==> config.mk <==
export PLATFORM = sky130hd
export DESIGN_NAME = bus_arbiter_n
export DESIGN_NICKNAME = d
export VERILOG_FILES = /design/src/rtl/bus_arbiter_n_pkg.sv /design/src/rtl/bus_arbiter_n_rr_picker.sv /design/src/rtl/bus_arbiter_n.sv
export SDC_FILE = /design/constraint.sdc
export NUM_CORES = 1
export LEC_CHECK = 0
export ABC_CLOCK_PERIOD_IN_PS = 3300
export CAP_MARGIN = 20
export CORE_AREA = 8 8 101 103
export DETAILED_ROUTE_END_ITERATION = 7
export DIE_AREA = 0 0 109 111
export GPL_ROUTABILITY_DRIVEN = 0
export PLACE_DENSITY = 0.9
export SYNTH_ARGS = -nofsm -noshare
export SYNTH_HDL_FRONTEND = slang
export SYNTH_HIERARCHICAL = 1
export SYNTH_SLANG_ARGS = --single-unit
==> constraint.sdc <==
create_clock -name clk -period 3.3 [get_ports clk]
set_input_delay 0.66 -clock clk [delete_from_list [all_inputs] [get_ports clk]]
set_output_delay 0.66 -clock clk [all_outputs]
set_load 0.03 [all_outputs]
==> src/rtl/bus_arbiter_n_pkg.sv <==
// Shared definitions for the N-master valid/ready bus arbiter.
// Contents:
//   state_e  - arbiter state encoding (IDLE=0, BUSY=1)
//   grant_w  - width of a master index, never less than 1 bit
//   strb_w   - byte-strobe width for a given data width
package bus_arbiter_n_pkg;

  localparam logic STATE_IDLE = 1'b0;
  localparam logic STATE_BUSY = 1'b1;

  typedef enum logic {
    ST_IDLE = STATE_IDLE,
    ST_BUSY = STATE_BUSY
  } state_e;

  function automatic int grant_w(input int n);
    return (n > 1) ? $clog2(n) : 1;
  endfunction

  function automatic int strb_w(input int dw);
    return dw / 8;
  endfunction

endpackage

==> src/rtl/bus_arbiter_n_rr_picker.sv <==
// Combinational winner selection from a request vector.
// Round-robin mode: the lowest requesting index at or above start_i wins;
// if none exists the search wraps to the lowest requesting index overall.
// Fixed mode (fixed_i=1): the lowest requesting index wins, start_i ignored.
// Ports:
//   req_i   in  N        request vector
//   start_i in  GRANT_W  round-robin start pointer
//   fixed_i in  1        1 = fixed priority
//   idx_o   out GRANT_W  winning index (0 when no request)
//   any_o   out 1        at least one request present
module rr_picker
  import bus_arbiter_n_pkg::*;
#(
  parameter int N = 2
) (
  input  logic [N-1:0]            req_i,
  input  logic [grant_w(N)-1:0]   start_i,
  input  logic                    fixed_i,
  output logic [grant_w(N)-1:0]   idx_o,
  output logic                    any_o
);

  localparam int GW = grant_w(N);

  logic [N-1:0] mask;
  logic [N-1:0] req_hi;
  logic [N-1:0] search;

  always_comb begin
    mask = '0;
    for (int k = 0; k < N; k++) begin
      mask[k] = fixed_i | (GW'(k) >= start_i);
    end
    req_hi = req_i & mask;
    // Upper segment first; fall back to the whole vector to wrap around.
    search = (|req_hi) ? req_hi : req_i;
    idx_o  = '0;
    for (int k = N - 1; k >= 0; k--) begin
      if (search[k]) idx_o = GW'(k);
    end
    any_o = |req_i;
  end

endmodule

==> src/rtl/bus_arbiter_n.sv <==
// N-master to 1-slave arbiter for the valid/ready memory bus.
// A winner is chosen in IDLE and locked for the whole transaction in BUSY.
// The transaction ends on s_ready (normal), on the master dropping m_valid
// (abort, no m_ready) or on watchdog expiry (forced m_ready with zero data,
// sticky timeout_err).
// Ports:
//   clk, resetn          clock, asynchronous active-low reset
//   m_valid/m_ready      per-master request / completion pulse
//   m_addr/m_wdata/m_wstrb  packed per-master request fields
//   m_rdata              shared read data, valid with the m_ready bit
//   s_valid/s_ready      slave handshake
//   s_addr/s_wdata/s_wstrb/s_rdata  slave fields
//   grant_id             current or last granted master
//   timeout_err          sticky watchdog flag
module bus_arbiter_n
  import bus_arbiter_n_pkg::*;
#(
  parameter int NUM_M   = 2,
  parameter int ADDR_W  = 32,
  parameter int DATA_W  = 32,
  parameter int RR_EN   = 1,
  parameter int TIMEOUT = 1024
) (
  input  logic                          clk,
  input  logic                          resetn,
  input  logic [NUM_M-1:0]              m_valid,
  output logic [NUM_M-1:0]              m_ready,
  input  logic [NUM_M*ADDR_W-1:0]       m_addr,
  input  logic [NUM_M*DATA_W-1:0]       m_wdata,
  input  logic [NUM_M*strb_w(DATA_W)-1:0] m_wstrb,
  output logic [DATA_W-1:0]             m_rdata,
  output logic                          s_valid,
  input  logic                          s_ready,
  output logic [ADDR_W-1:0]             s_addr,
  output logic [DATA_W-1:0]             s_wdata,
  output logic [strb_w(DATA_W)-1:0]     s_wstrb,
  input  logic [DATA_W-1:0]             s_rdata,
  output logic [grant_w(NUM_M)-1:0]     grant_id,
  output logic                          timeout_err
);

  localparam int GW = grant_w(NUM_M);
  localparam int SW = strb_w(DATA_W);
  localparam int CW = (TIMEOUT > 1) ? $clog2(TIMEOUT) : 1;
  localparam logic [CW-1:0] CNT_LAST = CW'((TIMEOUT > 0) ? TIMEOUT - 1 : 0);

  state_e          state_q;
  logic [GW-1:0]   grant_q;
  logic [GW-1:0]   rr_q;
  logic [CW-1:0]   cnt_q;
  logic            terr_q;

  logic [GW-1:0]   pick_idx;
  logic            pick_any;
  logic [GW-1:0]   rr_next;
  logic            busy;
  logic            gvalid;
  logic            expire;
  logic            done_ok;
  logic            done_to;
  logic            abort;

  logic [ADDR_W-1:0] addr_a  [NUM_M];
  logic [DATA_W-1:0] wdata_a [NUM_M];
  logic [SW-1:0]     wstrb_a [NUM_M];

  for (genvar i = 0; i < NUM_M; i++) begin : g_unpack
    assign addr_a[i]  = m_addr[i*ADDR_W +: ADDR_W];
    assign wdata_a[i] = m_wdata[i*DATA_W +: DATA_W];
    assign wstrb_a[i] = m_wstrb[i*SW +: SW];
  end

  rr_picker #(
    .N (NUM_M)
  ) u_picker (
    .req_i   (m_valid),
    .start_i (rr_q),
    .fixed_i (RR_EN == 0),
    .idx_o   (pick_idx),
    .any_o   (pick_any)
  );

  always_comb begin
    busy    = (state_q == ST_BUSY);
    gvalid  = m_valid[grant_q];
    expire  = (TIMEOUT > 0) && (cnt_q == CNT_LAST);
    // s_ready on the expiry cycle counts as a normal completion.
    done_ok = busy && gvalid && s_ready;
    done_to = busy && gvalid && !s_ready && expire;
    abort   = busy && !gvalid;
    rr_next = (grant_q == GW'(NUM_M - 1)) ? '0 : grant_q + 1'b1;
  end

  always_comb begin
    s_valid = busy & gvalid;
    s_addr  = busy ? addr_a[grant_q]  : '0;
    s_wdata = busy ? wdata_a[grant_q] : '0;
    s_wstrb = busy ? wstrb_a[grant_q] : '0;
    m_rdata = (busy && !done_to) ? s_rdata : '0;
    m_ready = '0;
    if (done_ok || done_to) m_ready[grant_q] = 1'b1;
  end

  always_ff @(posedge clk or negedge resetn) begin
    if (!resetn) begin
      state_q <= ST_IDLE;
      grant_q <= '0;
      rr_q    <= '0;
      cnt_q   <= '0;
      terr_q  <= 1'b0;
    end else begin
      case (state_q)
        ST_IDLE: begin
          cnt_q <= '0;
          if (pick_any) begin
            grant_q <= pick_idx;
            state_q <= ST_BUSY;
          end
        end
        ST_BUSY: begin
          if (done_ok || done_to) begin
            state_q <= ST_IDLE;
            if (RR_EN != 0) rr_q <= rr_next;
            if (done_to) terr_q <= 1'b1;
          end else if (abort) begin
            // Aborts leave the round-robin pointer where it was.
            state_q <= ST_IDLE;
          end else begin
            cnt_q <= cnt_q + 1'b1;
          end
        end
        default: state_q <= ST_IDLE;
      endcase
    end
  end

  assign grant_id    = grant_q;
  assign timeout_err = terr_q;

endmodule

# ---- Yosys cells after proc, flatten, opt, wreduce, memory -nomap -nowiden
# Cells that the tools add are included.
dict set report word_totals {
  ff_bits 14
  in_bits 173
  output_inout_bits 105
  word_cells 65
}
dict set report classes {
  addsub 2
  n_lt_le_gt_ge 5
  eq_ne 3
  mux 29
  bitwise_logic 4
  reduce_logical 17
}
# cell count
set ops {}
lappend ops {{$mux 32} 9}
lappend ops {{$mux 10} 2}
lappend ops {{$pmux 10 s2} 1}
lappend ops {{$mux 4} 4}
lappend ops {{$add 10x1->10 const B} 1}
lappend ops {{$eq 10x10->1 const B} 1}
lappend ops {{$mux 1} 9}
lappend ops {{$logic_and 1x1->1} 7}
lappend ops {{$reduce_and 2->1} 3}
lappend ops {{$mux 2} 2}
lappend ops {{$ne 2x2->1 const B} 2}
lappend ops {{$reduce_or 2->1} 2}
lappend ops {{$logic_not 1->1} 3}
lappend ops {{$reduce_and 3->1} 1}
lappend ops {{$and 2x2->2} 1}
lappend ops {{$ge 1x1->1 const A} 2}
lappend ops {{$ge 2x2->1 const B} 1}
lappend ops {{$lt 1x2->1 const B} 1}
lappend ops {{$not 1->2} 1}
lappend ops {{$pmux 1 s2} 1}
lappend ops {{$add 1x1->1 const B} 1}
lappend ops {{$and 1x1->1} 1}
lappend ops {{$demux 1 s1} 1}
lappend ops {{$ge 1x1->1 const B} 1}
lappend ops {{2 further kinds} 2}

# ---- Logic depth before layout (Yosys ltp)
# Gate-level depths: netlist of run 1.
dict set report depth {
  ltp_word 8
  ltp_mapped 6
  mapped_depth_nobuf 5
}

# ---- Hierarchy
# The synthesis of run 1 kept the hierarchy.
# module n_inst cells_per_inst area_per_inst_um2 seq_area_each_um2
set modules_own_cells {}
lappend modules_own_cells {bus_arbiter_n 1 265 1999.4 350.3}
lappend modules_own_cells {rr_picker 1 3 20.0 0.0}

# ---- Least setup slack after synthesis of run 1
# Ideal clock, no wire load.
dict set report synth_timing {
  path_type {reg2out}
  start {register grant_q, in the netlist grant_id}
  end {output port m_ready[1]}
  arrival_ns 1.942
  required_ns 2.640
  setup_slack_ns 0.698
  stages_incl_launch_ff 4
  n_path_buf 2
  path_cell_list {dfrtp_1 buf_2 buf_1 nor3b_1}
}
dict set report synth_via {
  elab_chain_cells 7
  word_cells_on_any_way 13
  classes_between {order compare (2); mux (5); reduce/logical (6)}
}
# element line
set synth_lines {}
lappend synth_lines {{start: declaration} bus_arbiter_n.sv:48} ;# logic [GW-1:0] grant_q;
lappend synth_lines {{start signal: assignment} bus_arbiter_n.sv:116} ;# grant_q <= pick_idx;
lappend synth_lines {{parallel branches: the longest is 6 deep, another holds $lt 1x2->1} -}
lappend synth_lines {{$mux 2 *} bus_arbiter_n.sv:101} ;# if (done_ok || done_to) m_ready[grant_q] = 1'b1;
lappend synth_lines {{end: declaration} bus_arbiter_n.sv:27} ;# output logic [NUM_M-1:0] m_ready,
# Mark *: on every way between the ends. The select of a mux whose other input is x is not followed.

# ---- Final worst setup path of run 1
dict set report layout_timing {
  start {input port s_ready}
  end {output port m_ready[0]}
}
dict set report layout_via {
  elab_chain_cells 5
  word_cells_on_any_way 6
  classes_between {mux (1); reduce/logical (5)}
}
# element line
set layout_lines {}
lappend layout_lines {{start: declaration} bus_arbiter_n.sv:33} ;# input logic s_ready,
lappend layout_lines {{$logic_not 1->1} bus_arbiter_n.sv:89} ;# done_to = busy && gvalid && !s_ready && expire;
lappend layout_lines {{$logic_and 1x1->1 (2 in series)} bus_arbiter_n.sv:89}
lappend layout_lines {{$logic_or 1x1->1 *} bus_arbiter_n.sv:101}
lappend layout_lines {{$mux 2 *} bus_arbiter_n.sv:101}
# Mark *: on every way between the ends. The rest lies on a longest branch, timed or not.

==> results of run 1 <==
-- report_power, final --
group          total, uW  switching [uW]  internal, uW
logic               2350            1310          1040
registers            254            58.3           195
clock network        146            60.3          85.5
total               2750            1420          1330
-- state kept, by name, indices dropped and copies added (netlist names) --
register and flops:
busy 1, cnt_q 10, grant_id 1, timeout_err 1, rr_q 1
-- cell families after synthesis --
| family | Yosys count |
|---|---|
| multiplexers | 74 |
| AND/OR/NAND/NOR | 137 |
| flip-flops | 14 |
| AO/OA/AOI/OAI | 17 |
| adder cells (fa/ha/maj) | 1 |
| other | 1 |
| buffers and inverters | 24 |
-- cell usage after synthesis, types with 3 or more instances --
cell type   n  area [sq um]
nand3_1     3          15.0
nand2b_1    4          25.0
buf_2       8          40.0
and2_1     32           200
nor2_1     69           259
mux2i_1    72           721
nor3_1      4          20.0
dfrtp_1    14           350
a31oi_1     3          18.8
inv_1       3          11.3
clkbuf_1   11          41.3
nand2_1     8          30.0
o21ai_0     4          20.0
nand4_1     3          18.8
-- worst paths after layout --
path / depth (start not counted) / slack (ps) / end
max: 5 / 170 / m_ready[0]
min: 1 / 490 / timeout_err$_DFFE_PN0P_
max reg2reg: 4 / 1420 / cnt_q[7]$_DFFE_PN0P_
min reg2reg: 1 / 490 / timeout_err$_DFFE_PN0P_
max in group asynchronous: 1 / 2060 / grant_id$_DFFE_PN0P_
min in group asynchronous: 1 / 790 / cnt_q[5]$_DFFE_PN0P_
-- cells in the final DEF (no fill, tap or decap), types with 2 or more instances in the layout --
| master | instances |
|---|---|
| a31oi_1 | 3 |
| nand4b_1 | 2 |
| nand2b_1 | 4 |
| clkbuf_8 | 3 |
| mux2_2 | 2 |
| inv_1 | 3 |
| dfrtp_1 | 13 |
| o31ai_1 | 2 |
| o21ai_0 | 4 |
| and3_1 | 2 |
| nor2_1 | 69 |
| buf_12 | 2 |
| nor3_1 | 4 |
| and2_1 | 32 |
| mux2i_1 | 72 |
| nand2_1 | 8 |
| a21o_1 | 2 |
| clkdlybuf4s50_1 | 245 |
| and4_1 | 2 |
| a21oi_1 | 2 |
| nand3_1 | 3 |
| nand4_1 | 3 |
| nor3b_1 | 2 |
| buf_4 | 34 |
-- layer usage --
| metal | global-route usage [%] | share of wire (%) | up-vias |
|---|---|---|---|
| met4 | 4.93 | 1.6 | 0 |
| met5 | 0 | 0 | - |
| met1 | 17.9 | 35 | 1337 |
| met2 | 36.3 | 56 | 129 |
| met3 | 4.59 | 7.5 | 13 |
| li1 | - | - | 1446 |
-- final cells by class --
class                           count  area (sq um)
Sequential cell                    14           354
Tap cell                          108           135
Inverter                            4          15.0
Clock buffer                        4          45.0
Timing Repair Buffer              281          2750
Multi-Input combinational cell    230          1570
Fill cell                         751          3680
-- worst reg2reg max path, cell delays in order, from the launching register on --
cell and delay [ps]:
dfrtp_4 620, mux2_2 340, nand4_1 230, or4_1 460, a21oi_1 150
-- per-stage QoR --
step	instances	power (uW)	util (%)
after global routing	641	2890	56.9
after global placement	637	2590	56.4
final	641	2750	56.9
after CTS	641	2780	56.9
after detailed placement	637	2630	56.4
after floorplan	268	1630	-
==> impl_metrics.ini, run 1 <==
[outcome]
outcome = finished clean

[place]
post-place-ws_ps = 191
io_buffers = 277
place_area_sq_mm = 0.00482
hpwl_um = 10200

[timing]
tns_ps = 0
worst_pin_slew_ps = 610
min_period_over_period_pct = 94.9
whs_ps = 491
fin_skew_ps = 6.19
finalHoldViolCount = 0
fmaxAchievable_mhz = 319
timing.final.ws_setup_ps = 167
final-setup-viol-count = 0
relSlewSlack_pct = 59.2
drv_slew = 0
fin_crit_ps = 3130
rsz0062_at_grt = no

[power]
power_density_mw_per_mm2 = 565
peakVddDrop_mv = 0.377
leakagePower_uw = 0.00201

[logic_synthesis]
synth_area_sq_mm = 0.00202
synth_cell_type_count = 36
synth_warnings = 6
synth_nets = 442
synth-xor-area-share_pct = 0
ys_ff_latch = 14
syn_avg_cell_area_sq_um = 7.54
synthAdderAreaFrac_pct = 0.620
syn_inst = 268
synth_top_family_by_area = multiplexers
yosys.area_share.simple_pct = 34.1
async_reset_ff_share_pct = 100
synth_edf_count = 0
synth_mux_area_share_pct = 36.8
synthFlopType = dfrtp_1
synth_compound_area_share_pct = 5.95
ys_seq_area_share_pct = 17.3

[setup_path]
cpPeakStageDelay_ps = 720
crit_type = in2out
critical_path.startpoint = s_ready
cp_common_cell = clkdlybuf4s50_1
crit_arrival_ps = 2470
r2r-start = grant_id$_DFFE_PN0P_
startpoint_type = input pin
cp_max_fo = 5
end_kind = primary output
crit_path_cell_trace = clkdlybuf4s50_1 -> inv_1 -> o31a_1 -> nor3_1 -> clkdlybuf4s50_1
crit_family = buffers and inverters
critPathBufInv = 3
required_ps = 2640
cp_slowest_cell = clkdlybuf4s50_1

[grt]
grt_use_total_pct = 18.4
grt_overflow = 0
grt_max_degree = 61
antenna_found_initial = 0
grt_pass1_wl_um = 17700
grt_pass1_vias = 3143

[clock_network]
h-tree-depth = 1
root_buffer = clkbuf_8
clk_latency_ps = 250
clkTransAtPathRegs_ps = 60
postCtsSetupBuffers = 0
cts_sinks = 14
cts_buffer_depth = 2
cts-hold-fix-buffers = 0
cts_tree = done
ctsResizeCount = 0
cts_buffers = 3

[finish]
synthToLayoutAreaGrowth_pct = 141
n_antenna_cell = 0
finalInstanceArea_sq_mm = 0.00487
drive_gt1_share_pct = 8.63
num-nets-final = 708

[flow_run]
cap_viol_max_count = 0

[floorplanning]
die_w_um = 109
die_area_sq_mm = 0.0121
initial_core_util_pct = 23.6
core_sq_mm = 0.00855
fp-row-count = 34
io_pins = 278
die_y_um = 111

[detailed_routing]
route.detailed.drc = 0
drt_iter0_markers = 122
vias_per_cell = 4.56
drt-total-wl_um = 11800
ant_nets = 0
wl_per_cell_um = 18.4
first_pass_iters = 4
routed-via-count = 2925

[min_path]
hold_path.class = reg2reg
min_from = timeout_err$_DFFE_PN0P_
Note: power is estimated with default switching activity, not from simulation.
==> run 2, diff against run 1 <==
--- a/config.mk
+++ b/config.mk
@@ -6,11 +6,12 @@
 export NUM_CORES = 1
 export LEC_CHECK = 0
 export ABC_CLOCK_PERIOD_IN_PS = 3300
-export CAP_MARGIN = 20
+export CAP_MARGIN = 30
 export CORE_AREA = 8 8 101 103
 export DETAILED_ROUTE_END_ITERATION = 7
 export DIE_AREA = 0 0 109 111
 export GPL_ROUTABILITY_DRIVEN = 0
+export MAX_ROUTING_LAYER = met4
 export PLACE_DENSITY = 0.9
 export SYNTH_ARGS = -nofsm -noshare
 export SYNTH_HDL_FRONTEND = slang
==> run 2 against run 1 <==
Against the previous run:
- via count rose by 0.65%
- cell area unchanged
- sequential share of layout area did not move
- setup slack better by 6.2 ps
- count of clock-buffer cells in the layout unchanged
- fmax grew 0.20%
- largest power group unchanged
- die area stayed put
- clock power about the same
- combinational power about the same
==> impl_metrics.ini, run 2 (synthesized netlist as in run 1, its figures left out) <==
[floorplanning]
die_w_um = 109
die_area_sq_mm = 0.0121
die_y_um = 111
fp-row-count = 34
core_sq_mm = 0.00855
initial_core_util_pct = 23.6
io_pins = 278

[finish]
multiInputGateArea_sq_mm = 0.00157
largest_register_ffs = 10
drive_gt1_share_pct = 8.63
regArea_sq_um = 354
final_cell_mix = 245 x clkdlybuf4s50_1, 72 x mux2i_1, 69 x nor2_1
n_antenna_cell = 0
fin_cells = 641
finalInstanceArea_sq_mm = 0.00487
utilization_pct = 56.9
fillers = 751
num-nets-final = 708
synthToLayoutAreaGrowth_pct = 141
layout_commonest_cell = clkdlybuf4s50_1
top_register = cnt_q

[setup_path]
r2r-start = grant_id$_DFFE_PN0P_
end_kind = primary output
critical_path.startpoint = s_ready
startpoint_type = input pin
worstRegToRegCells = 4
crit_arrival_ps = 2470
cp_max_fo = 5
required_ps = 2640
crit_type = in2out

[grt]
grt_overflow = 0
grt_max_degree = 61
grt_use_total_pct = 18.9
grt_pass1_vias = 3145
antenna_found_initial = 0
grt_pass1_wl_um = 17700

[flow_run]
cap_viol_max_count = 0

[clock_network]
cts_buffers = 3
cts_buffer_depth = 2
cts_tree = done
cts_sinks = 14
clk_latency_ps = 250
postCtsSetupBuffers = 0
clkTransAtPathRegs_ps = 60
root_buffer = clkbuf_8
h-tree-depth = 1
cts-hold-fix-buffers = 0
ctsResizeCount = 0

[detailed_routing]
drt-total-wl_um = 11900
ant_nets = 0
route.detailed.drc = 0
first_pass_iters = 4
wl_per_cell_um = 18.6
vias_per_cell = 4.59
routed-via-count = 2944
drt_iter0_markers = 109

[timing]
drv_slew = 0
rsz0062_at_grt = no
relSlewSlack_pct = 58.6
fin_crit_ps = 3130
final-setup-viol-count = 0
finalHoldViolCount = 0
timing.final.ws_setup_ps = 174
fmaxAchievable_mhz = 320
tns_ps = 0
fin_skew_ps = 5.38
min_period_over_period_pct = 94.7
worst_pin_slew_ps = 619

[min_path]
hold_path.class = reg2reg
hold_depth = 1
min_from = timeout_err$_DFFE_PN0P_

[place]
io_buffers = 277
hpwl_um = 10200
dp_cells = 637
place_area_sq_mm = 0.00482
post-place-ws_ps = 191

[power]
net-switching-power_uw = 1430
internal-power_uw = 1330
power_density_mw_per_mm2 = 566
pwr-share-seq_pct = 9.2
peakVddDrop_mv = 0.380
switching_share_pct = 51.9
p_comb_share_pct = 85.5
leakagePower_uw = 0.00201
clkPwrFrac_pct = 5.3

[outcome]
outcome = finished clean
## run 2: worst paths after layout
| check | end | slack, ps |
|---|---|---|
| max | m_ready[0] | 170 |
| max in group asynchronous | grant_id$_DFFE_PN0P_ | 2040 |
| min | timeout_err$_DFFE_PN0P_ | 490 |
| min reg2reg | timeout_err$_DFFE_PN0P_ | 490 |
| min in group asynchronous | timeout_err$_DFFE_PN0P_ | 800 |
| max reg2reg | cnt_q[7]$_DFFE_PN0P_ | 1410 |
## run 2: power by group through the flow
stage               Combinational, uW  Clock, uW  Sequential [uW]
floorplan                        1410          0              218
detailed placement               2370          0              257
global placement                 2330          0              255
global route                     2470        160              260
CTS                              2380        149              254
finish                           2350        146              254
## run 2: cell type report
type                    count  share of cell area (%)
multi-input cells         230                    32.2
repair buffers            281                    56.5
well taps                 108                    2.78
flip-flops and latches     14                    7.28
inverters                   4                   0.309
clock buffers               4                   0.926
## run 2: worst max-delay path, cell delays in order
cell,delay (ps)
clkdlybuf4s50_1,570
inv_1,100
o31a_1,170
nor3_1,240
clkdlybuf4s50_1,720
## run 2: routing by layer
metal  global-route usage (%)  wire length, um  vias to the layer above
li1                         -                -                     1444
met5                        -                0                        -
met3                     3.66              816                       13
met4                     5.02              193                        0
met1                     18.4             4310                     1357
met2                     36.3             6570                      130
## run 2: per-stage QoR
step / power [uW] / hold WS, ps
6_report: 2750 / 490
5_1_grt: 2890 / 511
4_1_cts: 2780 / 485
3_5_place_dp: 2630 / 456
3_3_place_gp: 2590 / 476
2_1_floorplan: 1630 / 364
